**config.mk**
```make
export PLATFORM = sky130hd
export DESIGN_NAME = mem_sram_ctrl
export DESIGN_NICKNAME = d
export VERILOG_FILES = /design/src/rtl/mem_sram_ctrl_pkg.sv /design/src/rtl/mem_sram_ctrl.sv
export SDC_FILE = /design/constraint.sdc
export NUM_CORES = 1
export LEC_CHECK = 0
export ABC_AREA = 1
export CAP_MARGIN = 20
export CORE_MARGIN = 3
export CORE_UTILIZATION = 33
export CTS_BUF_LIST = sky130_fd_sc_hd__clkbuf_4
export DETAILED_ROUTE_END_ITERATION = 16
export MAX_ROUTING_LAYER = met4
export PLACE_DENSITY = 0.91
export REMOVE_ABC_BUFFERS = 1
export SYNTH_ARGS = -nofsm -noshare
export SYNTH_HDL_FRONTEND = slang
export SYNTH_SLANG_ARGS = --single-unit
```
**constraint.sdc**
```tcl
create_clock -name clk -period 1.47 [get_ports clk]
set_input_delay 0.294 -clock clk [delete_from_list [all_inputs] [get_ports clk]]
set_output_delay 0.294 -clock clk [all_outputs]
set_load 0.005 [all_outputs]
```
**src/rtl/mem_sram_ctrl_pkg.sv**
```systemverilog
// Shared definitions for the MEM-stage SRAM controller.
//   - controller state encoding (IDLE / ACC_LO / ACC_HI / DONE)
//   - default wait-state count and the byte address where SRAM starts
//   - SRAM address / data widths and the wait-counter width
package mem_sram_ctrl_pkg;

  localparam int          SRAM_AW         = 18;
  localparam int          SRAM_DW         = 16;
  localparam int          CNT_W           = 4;
  localparam int          WAIT_CYCLES_DEF = 2;
  localparam logic [31:0] MEM_BASE_DEF    = 32'd1024;

  typedef enum logic [1:0] {
    ST_IDLE   = 2'd0,
    ST_ACC_LO = 2'd1,
    ST_ACC_HI = 2'd2,
    ST_DONE   = 2'd3
  } sram_state_e;

endpackage

```
**src/rtl/mem_sram_ctrl.sv**
```systemverilog
// MEM-stage controller bridging a 32-bit load/store port onto a 16-bit
// asynchronous SRAM. Each access is two halfword transfers (low half at
// the even halfword address, high half at the odd one), each held for
// WAIT_CYCLES clocks, followed by one DONE cycle.
//
// Ports:
//   clk, rst          clock; asynchronous active-high reset
//   rd_en, wr_en      load / store request (both high -> store)
//   address           byte address; SRAM halfword 0 sits at MEM_BASE
//   write_data        store data
//   read_data         registered load result, held until the next load
//   ready             access complete or idle; pipeline freeze = !ready
//   sram_addr         SRAM halfword address
//   sram_dq_out/_in   SRAM data bus, write / read direction
//   sram_dq_oe        controller drives the data bus
//   sram_we_n         SRAM write strobe, active-low
//   dbg_state         current controller state (sram_state_e encoding)
//
// Handshake: the requester raises rd_en/wr_en together with address and
// write_data and keeps all of them stable while ready is low. ready drops
// combinationally in the request cycle and rises again in the DONE cycle;
// a request still present in DONE is ignored, and one present in the
// following IDLE cycle starts a fresh access.
module mem_sram_ctrl
  import mem_sram_ctrl_pkg::*;
#(
  parameter int          WAIT_CYCLES = WAIT_CYCLES_DEF,
  parameter logic [31:0] MEM_BASE    = MEM_BASE_DEF
) (
  input  logic               clk,
  input  logic               rst,
  input  logic               rd_en,
  input  logic               wr_en,
  input  logic [31:0]        address,
  input  logic [31:0]        write_data,
  output logic [31:0]        read_data,
  output logic               ready,
  output logic [SRAM_AW-1:0] sram_addr,
  output logic [SRAM_DW-1:0] sram_dq_out,
  input  logic [SRAM_DW-1:0] sram_dq_in,
  output logic               sram_dq_oe,
  output logic               sram_we_n,
  output logic [1:0]         dbg_state
);

  localparam logic [1:0] IDLE   = ST_IDLE;
  localparam logic [1:0] ACC_LO = ST_ACC_LO;
  localparam logic [1:0] ACC_HI = ST_ACC_HI;
  localparam logic [1:0] DONE   = ST_DONE;

  localparam logic [CNT_W-1:0] CNT_LAST = CNT_W'(WAIT_CYCLES - 1);

  logic [1:0]       r_state;
  logic [CNT_W-1:0] r_cnt;
  logic             r_is_write;
  logic [31:0]      r_read_data;

  logic [31:0]      w_offset;
  logic             w_last;
  logic             w_acc;
  logic             w_drive;
  logic             w_unused_offset;

  // Offset wraps in 32 bits; only bits [18:2] select the word.
  assign w_offset        = address - MEM_BASE;
  assign w_unused_offset = ^{w_offset[31:19], w_offset[1:0]};

  assign w_last  = (r_cnt == CNT_LAST);
  assign w_acc   = (r_state == ACC_LO) || (r_state == ACC_HI);
  assign w_drive = w_acc && r_is_write;

  always_ff @(posedge clk or posedge rst) begin
    if (rst) begin
      r_state     <= IDLE;
      r_cnt       <= '0;
      r_is_write  <= 1'b0;
      r_read_data <= '0;
    end else begin
      case (r_state)
        IDLE: begin
          if (rd_en || wr_en) begin
            r_state    <= ACC_LO;
            r_cnt      <= '0;
            r_is_write <= wr_en;
          end
        end
        ACC_LO: begin
          if (w_last) begin
            r_cnt   <= '0;
            r_state <= ACC_HI;
            if (!r_is_write) r_read_data[15:0] <= sram_dq_in;
          end else begin
            r_cnt <= r_cnt + CNT_W'(1);
          end
        end
        ACC_HI: begin
          if (w_last) begin
            r_cnt   <= '0;
            r_state <= DONE;
            if (!r_is_write) r_read_data[31:16] <= sram_dq_in;
          end else begin
            r_cnt <= r_cnt + CNT_W'(1);
          end
        end
        DONE:    r_state <= IDLE;
        default: r_state <= IDLE;
      endcase
    end
  end

  always_comb begin
    ready       = (r_state == DONE) || ((r_state == IDLE) && !rd_en && !wr_en);
    sram_addr   = '0;
    sram_dq_out = '0;
    sram_dq_oe  = w_drive;
    sram_we_n   = !w_drive;
    if (w_acc) begin
      sram_addr = {w_offset[18:2], (r_state == ACC_HI)};
    end
    if (w_drive) begin
      sram_dq_out = (r_state == ACC_HI) ? write_data[31:16] : write_data[15:0];
    end
  end

  assign read_data = r_read_data;
  assign dbg_state = r_state;

endmodule

```
==> results.md, run 1 <==
* Count of final max-slew check failures at 0
* Final Hold Fails at 0
* Finished Cell Area at 0.00460 mm2
* Asr flop ratio synth at 1.00
* Initial antenna violation count at 0
* Clk pin slew, worst setup/hold paths at ~120 ps
* Failing checks: setup timing
* Detailed Place HPWL at 5680 um
* Die width at between 80 and 90 um
* Least-Margin Pin Slew at ~390 ps
* Most Frequent Cell on Critical Path: buf_6
* Final wirelength at 9070 um
* Cells after Synth at 325
* R2r worst-path depth at 10
* Boundary pin count at 155
* Crit-path slowest cell: dfrtp_1
* Final TNS setup at -22890 ps
* Initial drt markers at 92
* Worst setup SP type: register
* CP Capture Type: output pin
* Yosys reg bits at 39
* CP top delay family: buffers and inverters
* Yosys cell types at 19
* EDFF count, synth at 0
* Hold WC Path Type: in2async
* Peak supply drop at 0.000989 V
* Share of post-route cells with drive strength above 1 at 0.401
* Worst EP arrival at 1740 ps
* Remaining antenna violation count after routing at 0
* Met3 WL at 573 um
* Period Utilization, post-route at 1.38
* Mapped Area at approximately 0.0023 mm2
* Fin crit period at 2030 ps
* First-pass GRT wire length at 13200 um
* Critical path class: reg2out
* RSZ-0062 raised after global routing: true
* Met1 wire length at about 3200 um
* Latest clock arrival within the worst-skew pair at about 350 ps
* Crit path depth at 8
* CTS buffer count at 5
* H-tree Lvls at 2
* Starting Density at 0.348
* Clock Root Buffer: clkbuf_4
* Worst r2r src: dbg_state[1]
* Port buffer count at around 140
* Core area at 0.00649 mm2
* Ys Warns at 0
* Max layer used: met4
* Crit path launch: dbg_state[1]
* Routability Congestion at slightly above 0.8
* Setup violators final at between 70 and 80
* Most frequent cells in the layout: nand2_1, clkdlybuf4s50_1, nand2_2
* Routed length on met2 at between 5000 and 6000 um
* FP Rows at 29
* CTS tree: done
* F_max at 0.493 GHz
* Setup Skew at ~9.0 ps
* Fin nets at slightly above 600
* CTS Sinks at 39
* Routed WL per cell at 15.2 um
* Cell Pwr Density at 2050 mW/mm2
* Maxcap violations at 0
* Vias at 2848
* Most common cell after layout, fill and taps aside: nand2_1
* Critical-path cell list: buf_6, inv_4, ha_4, buf_6, buf_6, nand2_2, inv_2, buf_6
* Worst Slack Setup Final at -560 ps
* CP max stage delay at approximately 410 ps
* Die footprint at 0.00789 mm2
* First-pass DRT Iterations at 6
* Total power at roughly 9400 uW
* Cts hold-fix bufs at 0
* Worst path bufs/invs at 6
* Rel. slew slack at 0.738
* Crit path max fanout at 4
* DRC Markers at 0
* Vias per cell at 4.78
* Reg2reg setup slack at -170 ps
* GRT overflow at 0
* Crit path required time at 1180 ps
* Status: complete, but fails checks
* Total GRT Usage at 0.221
* Cell Area, Placed at a little under 0.004 mm2
* Ant diodes at 0
* Layout Area Growth over Synthesis at 103%
* Vias in the first global route at 2939
* Seq/Total Area, Yosys at 0.431
* Largest net degree at the start of global routing at 40
* Static Leak at roughly 0.0024 uW
* Dominant synthesized flop cell: dfrtp_1
* Bufs on Longest Clock Path at 2
* Die height at ~89 um
* Mean post-synth cell area at roughly 7 um2
final timing paths:
kind,to
min in group clk,read_data[25]
hold reg to reg,read_data[25]
setup / recovery,sram_addr[1]
setup reg to reg,r_cnt[0]
max in group asynchronous,r_cnt[0]
hold / removal,read_data[10]
report_power, final:
part           switching (uW)  total [uW]  internal (uW)
Clock                     366         724            358
Combinational            3230        6710           3480
Sequential                379        1980           1600
sequential cells by signal, summed over array words and instances, names as in the netlist:
signal,flops
dbg_state,2
r_is_write,1
r_cnt,4
read_data,32
repair_timing:
item	in CTS	in global routing
setup buffers	24	10
cloned	4	1
hold endpoints to repair	0	0
setup endpoints to repair	96	76
gates resized for setup	265	82
pin swaps	8	18
synthesized netlist by cell type, types with 2 or more instances:
cell | count | area, um2
or2_2 | 3 | 18.8
nand3_2 | 2 | 20.0
buf_4 | 2 | 15.0
nand3_1 | 9 | 45.0
nor2_1 | 18 | 67.6
nand2_1 | 168 | 631
buf_6 | 2 | 22.5
o21ai_0 | 8 | 40.0
inv_2 | 5 | 18.8
inv_1 | 28 | 105
nor3_4 | 2 | 32.5
ha_1 | 8 | 100
a21oi_1 | 22 | 110
buf_2 | 5 | 25.0
dfrtp_1 | 39 | 976
per-layer routing:
layer | up-vias | global-route usage
met3 | 15 | 0.0307
met2 | 99 | 0.442
met4 | 0 | 0.0646
met1 | 1354 | 0.215
li1 | 1380 | -
met5 | - | -
cell type report:
type,instances,area (um2)
Fill cell,458,1900
Clock buffer,5,37.5
Timing Repair Buffer,194,1830
Multi-Input combinational cell,244,1460
Timing Repair inverter,1,11.3
Sequential cell,39,977
Clock inverter,3,43.8
Inverter,33,144
Tap cell,77,96.3
kinds of logic (layout without fill, tap and decap cells):
group	after synthesis	after routing	synth area share
AO/OA/AOI/OAI	30	30	0.0663
adder cells (fa/ha/maj)	8	8	0.0442
XOR/XNOR	1	1	0.00387
buffers and inverters	43	236	0.0840
AND/OR/NAND/NOR	204	205	0.370
flip-flops	39	39	0.431
worst reg2reg max path, stage by stage, from the launching register on:
cell	delay, ps
dfrtp_1	410
buf_6	130
inv_4	30
ha_4	350
buf_8	160
inv_4	60
buf_6	130
nand2_4	70
nand2_4	80
nand2_2	70
o21ai_2	50
per-stage QoR:
stage          utilization  std cells  setup WS (ps)  hold slack [ps]
3_3_place_gp         0.608        556           -779              460
6_report             0.708        596           -560              283
4_1_cts              0.676        590           -516              286
3_5_place_dp         0.608        556           -828              464
5_1_grt              0.708        596           -616              313
2_1_floorplan            -        315           -414              404
Note: power is estimated with default switching activity, not from simulation.
==> run 2: changes to the inputs <==
--- a/config.mk
+++ b/config.mk
@@ -8,11 +8,11 @@
 export ABC_AREA = 1
 export CAP_MARGIN = 20
 export CORE_MARGIN = 3
-export CORE_UTILIZATION = 33
+export CORE_UTILIZATION = 39
 export CTS_BUF_LIST = sky130_fd_sc_hd__clkbuf_4
 export DETAILED_ROUTE_END_ITERATION = 16
 export MAX_ROUTING_LAYER = met4
-export PLACE_DENSITY = 0.91
+export PLACE_DENSITY = 0.95
 export REMOVE_ABC_BUFFERS = 1
 export SYNTH_ARGS = -nofsm -noshare
 export SYNTH_HDL_FRONTEND = slang
==> constraint.sdc (replaced) <==
create_clock -name clk -period 2.42 [get_ports clk]
set_input_delay 0.484 -clock clk [delete_from_list [all_inputs] [get_ports clk]]
set_output_delay 0.484 -clock clk [all_outputs]
set_load 0.005 [all_outputs]
==> run 2 against run 1 <==
Effect of this change:
- the run still ends with setup timing left
- register-to-register slack gained 770 ps
- total power shrank 50%
- sequential share of layout area grew 3.1 points
- first-iteration DRC count shrank 1.1%
- clock-buffer cell count is the same
- critical path depth shrank 3
- design area shrank 13%
- die area shrank 14%
- routed wire length shrank 14%
- utilization grew 1.1 points
- combinational power shrank 53%
- critical path type unchanged
- critical endpoint is now sram_dq_out[8]
- highest routed layer unchanged
==> results.md, run 2 (synthesis gave the netlist of run 1 again) <==
* Static Leak at between 0.002 and 0.0025 uW
* Routed WL per cell at approximately 14 um
* First-pass GRT wire length at 11800 um
* Vias per cell at 4.77
* F_max at 0.408 GHz
* Period Utilization, post-route at 1.01
* Ant diodes at 0
* Worst EP arrival at just under 2000 ps
* Clock Root Buffer: clkbuf_4
* Reg2reg setup slack at 600 ps
* Die width at 82.2 um
* Crit path required time at 1940 ps
* Bufs on Longest Clock Path at 2
* Port buffer count at about 140
* Final Hold Fails at 0
* H-tree Lvls at 2
* Final TNS setup at -55.4 ps
* Clk pin slew, worst setup/hold paths at roughly 110 ps
* Reg-to-Reg End: r_cnt[1]
* CTS Sinks at 39
* Hold_sp: read_data[21]
* Critical path class: reg2out
* Vias in the first global route at 2627
* Worst Slack Setup Final at -33.2 ps
* Initial antenna violation count at 0
* Die footprint at between 0.006 and 0.007 mm2
* Cell Pwr Density at 1160 mW/mm2
* Most frequent cells in the layout: nand2_1, clkdlybuf4s50_1, dfrtp_1
* Fin nets at 571
* Setup Skew at about 3.2 ps
* DRC Markers at 0
* Share of post-route cells with drive strength above 1 at 0.110
* Most common cell after layout, fill and taps aside: nand2_1
* Starting Density at 0.406
* FP Rows at 27
* Least-Margin Pin Slew at 671 ps
* CP Capture Type: output pin
* Hold WC Path Type: reg2reg
* Maxcap violations at 0
* Final wirelength at 7760 um
* Cts hold-fix bufs at 0
* Setup violators final at 2
* First-pass DRT Iterations at 4
* Detailed Place HPWL at 5590 um
* CTS tree: done
* Latest clock arrival within the worst-skew pair at 340 ps
* Initial drt markers at between 90 and 100
* Largest net degree at the start of global routing at 40
* Fin crit period at 2450 ps
* Count of final max-slew check failures at 0
* Worst r2r src: dbg_state[0]
* Max FFs per register at 32
* Layout Area Growth over Synthesis at 76.9%
* Failing checks: setup timing
* GRT overflow at 0
* R2r worst-path depth at 10
* CTS buffer count at 5
* Hold Path End: read_data[21]
* Remaining antenna violation count after routing at 0
* Rel. slew slack at 0.551
* Total GRT Usage at 0.230
* Status: complete, but fails checks
* Boundary pin count at between 150 and 200
* Die height at 82.2 um
* Hold Path Depth at 2
* RSZ-0062 raised after global routing: true
* Core area at roughly 0.0056 mm2
* Worst setup SP type: register
* Routability Congestion at 0.799
* Vias at 2633
* WHS at 490 ps
* Crit path max fanout at 18
* Peak supply drop at approximately 0.00067 V
==> run 2: worst max path at each step <==
stage	start	to	slack (ps)	depth (start not counted)
floorplan	dbg_state[0]	sram_dq_out[0]	500	4
global placement	address[10]	sram_addr[11]	-220	6
finish	dbg_state[0]	sram_dq_out[8]	-30	5
detailed placement	address[10]	sram_addr[13]	-290	8
CTS	address[10]	sram_addr[13]	-8	8
global route	dbg_state[0]	sram_dq_out[8]	-130	5
==> run 2: power by group <==
| group | internal (uW) | leakage (uW) | switching (uW) |
|---|---|---|---|
| clock | 108 | 0.0000347 | 212 |
| combinational | 1730 | 0.00168 | 1410 |
| sequential | 972 | 0.000470 | 230 |
| total | 2810 | 0.00218 | 1850 |
==> run 2: final cells by class <==
cell class,instances,area [um2]
Timing Repair Buffer,157,1590
Fill cell,416,1570
Multi-Input combinational cell,243,1160
Sequential cell,39,976
Inverter,33,131
Tap cell,72,90.1
Clock buffer,5,37.5
Clock inverter,3,15.0
==> run 2: timing repair <==
item	CTS	global route
resized for setup	41	17
buffers inserted	5	2
pin swaps	3	1
setup endpoints to repair	36	19
gates cloned	1	0
==> run 2: stage by stage <==
step / cell area [um2] / instances / total power, uW / util / setup slack [ps]
6_report: 4010 / 552 / 4660 / 0.719 / -33.2
5_1_grt: 4010 / 552 / 5040 / 0.719 / -129
4_1_cts: 3940 / 550 / 4590 / 0.707 / -7.57
3_5_place_dp: 3770 / 536 / 4070 / 0.676 / -285
2_1_floorplan: 2200 / 315 / 2320 / - / 495
3_3_place_gp: 3770 / 536 / 3940 / 0.676 / -216
==> run 2: worst max-delay path: stages, from the launching register on <==
cell and delay (ps):
dfrtp_1 400, inv_2 90, ha_4 330, nand2_8 110, a21oi_1 170, clkdlybuf4s50_1 520
==> run 2: per-layer routing <==
layer	GRT usage	routed length [um]
met1	0.236	2880
met2	0.417	4040
met3	0.0738	656
met4	0.0664	180
met5	-	0
==> run 3: changes to the inputs <==
--- a/config.mk
+++ b/config.mk
@@ -13,7 +13,6 @@
 export DETAILED_ROUTE_END_ITERATION = 16
 export MAX_ROUTING_LAYER = met4
 export PLACE_DENSITY = 0.95
-export REMOVE_ABC_BUFFERS = 1
 export SYNTH_ARGS = -nofsm -noshare
 export SYNTH_HDL_FRONTEND = slang
 export SYNTH_SLANG_ARGS = --single-unit
==> run 3 against run 2 <==
Effect of this change:
- the run now ends clean
- design area up 2.9%
- clock-buffer cell count unchanged
- critical path depth increased by 4
- maximum frequency up 3.3%
- clock skew rose by 24 ps
- die area unchanged
- via count up 4.9%
- largest power group unchanged
==> results.md, run 3 (synthesis gave the netlist of run 1 again) <==
* Status: finished, final reports clean
* Fillers at 427
* Total power at between 5000 and 6000 uW
* Worst EP arrival at 1890 ps
* DRC Markers at 0
* CTS tree: done
* Port buffer count at between 100 and 150
* Fin nets at 586
* FP Rows at 27
* Die width at 82.2 um
* Layout Area Growth over Synthesis at 82.0%
* H-tree Lvls at 2
* Vias in the first global route at 2663
* Initial drt markers at 143
* Ant diodes at 0
* Total GRT Usage at 0.237
* Clk pin slew, worst setup/hold paths at between 100 and 150 ps
* Crit-path slowest cell: clkdlybuf4s50_1
* Worst setup SP type: primary input
* Detailed Place HPWL at 5900 um
* R2r worst-path depth at 7
* CP Capture Type: output pin
* Critical-path cell list: clkdlybuf4s50_1, inv_2, ha_2, nand2_1, nor2_2, nand3_1, nand2_1, nor2_1, dlygate4sd2_1
* Starting Density at 0.406
* Routability Congestion at roughly 0.84
* CP max stage delay at 410 ps
* Cell Area, Placed at approximately 0.0038 mm2
* Vias per cell at 4.87
* Crit path depth at 9
* FF+latch area at 976 um2
* F_max at 0.421 GHz
* Fin crit period at ~2400 ps
* Peak supply drop at 0.000624 V
* Worst path bufs/invs at 3
* Critical path class: in2out
* Most common cell after layout, fill and taps aside: nand2_1
* Cell Pwr Density at approximately 1200 mW/mm2
* Bufs on Longest Clock Path at 2
* Period Utilization, post-route at 0.981
* Count of final max-slew check failures at 0
* Routed WL per cell at 14.5 um
* Setup violators final at 0
* Syn Nets at 417
* CTS buffer count at 5
* Least-Margin Pin Slew at 617 ps
* GRT overflow at 0
* Remaining antenna violation count after routing at 0
* Vias at 2762
* CTS Sinks at 39
* Crit path max fanout at 3
* Most frequent cells in the layout: nand2_1, clkdlybuf4s50_1, dfrtp_1
* Largest net degree at the start of global routing at 40
* Area of the multi-input gates at between 0.001 and 0.0015 mm2
* Crit path required time at 1940 ps
* Maxcap violations at 0
* Final wirelength at a little over 8000 um
* Setup Skew at 26.9 ps
* Hold WC Path Type: reg2reg
* Max FFs per register at 32
* Rel. slew slack at 0.587
* Share of post-route cells with drive strength above 1 at 0.139
* First-pass DRT Iterations at 4
* Clock Root Buffer: clkbuf_4
* Die footprint at 0.00675 mm2
* Cts hold-fix bufs at 0
* Initial antenna violation count at 0
* Most Frequent Cell on Critical Path: nand2_1
* Core area at 0.00557 mm2
* Latest clock arrival within the worst-skew pair at 360 ps
* Boundary pin count at 155
* Final Hold Fails at 0
* Die height at 82.2 um
* First-pass GRT wire length at 12200 um
* Static Leak at around 0.0022 uW
* Finished Cell Area at 0.00412 mm2
* CP top delay family: buffers and inverters
* Hold Path Depth at 2
-- run 3: where the power goes --
group | leakage [uW] | switching [uW] | internal, uW
combinational | 0.00170 | 1490 | 1850
clock | 0.0000514 | 229 | 321
sequential | 0.000470 | 215 | 971
total | 0.00222 | 1930 | 3140
-- run 3: cell type report --
class	count	share of cell area
tap	72	0.0219
clock buffer	5	0.00911
inverter	33	0.0328
timing repair buffer	172	0.404
multi-input combinational	243	0.279
sequential	39	0.237
clock inverter	3	0.0164
-- run 3: worst min-delay path, delay by kind of cell (launching register included) --
family	cells	cell delay (ps)
DFF	1	360
and+or+nand+nor	2	110
-- run 3: path summary, 6_finish.rpt --
| path | end | start | slack (ps) |
|---|---|---|---|
| worst max-delay path | sram_addr[17] | address[11] | 50 |
| worst min-delay path | read_data[25] | read_data[25] | 490 |
| worst max register to register | dbg_state[0] | dbg_state[0] | 660 |
| worst min register to register | read_data[25] | read_data[25] | 490 |
| max in group asynchronous | read_data[15] | rst | 1520 |
| min in group asynchronous | read_data[16] | rst | 520 |
-- run 3: repair_timing --
item,in CTS,in global routing
gates resized for setup,44,19
cloned,0,1
pin swaps,2,4
endpoints found under the setup margin,36,17
buffers inserted,14,6
-- run 3: stage by stage --
stage                util  std cells  hold slack [ps]  TNS, ps  setup WS [ps]
floorplan               -        325              469        0            586
global placement    0.676        538              462     -877           -219
detailed placement  0.676        538              465    -1380           -299
CTS                 0.723        560              495        0           3.02
global route        0.739        567              520    -49.9          -14.4
finish              0.739        567              492        0           45.8
-- run 3: routing by layer --
metal  track usage  vias to the layer above  routed length [um]
met3        0.0618                       25                 727
met4        0.0880                        0                 199
li1              -                     1326                   -
met1         0.239                     1284                2990
met2         0.437                      127                4330
met5             -                        -                   0
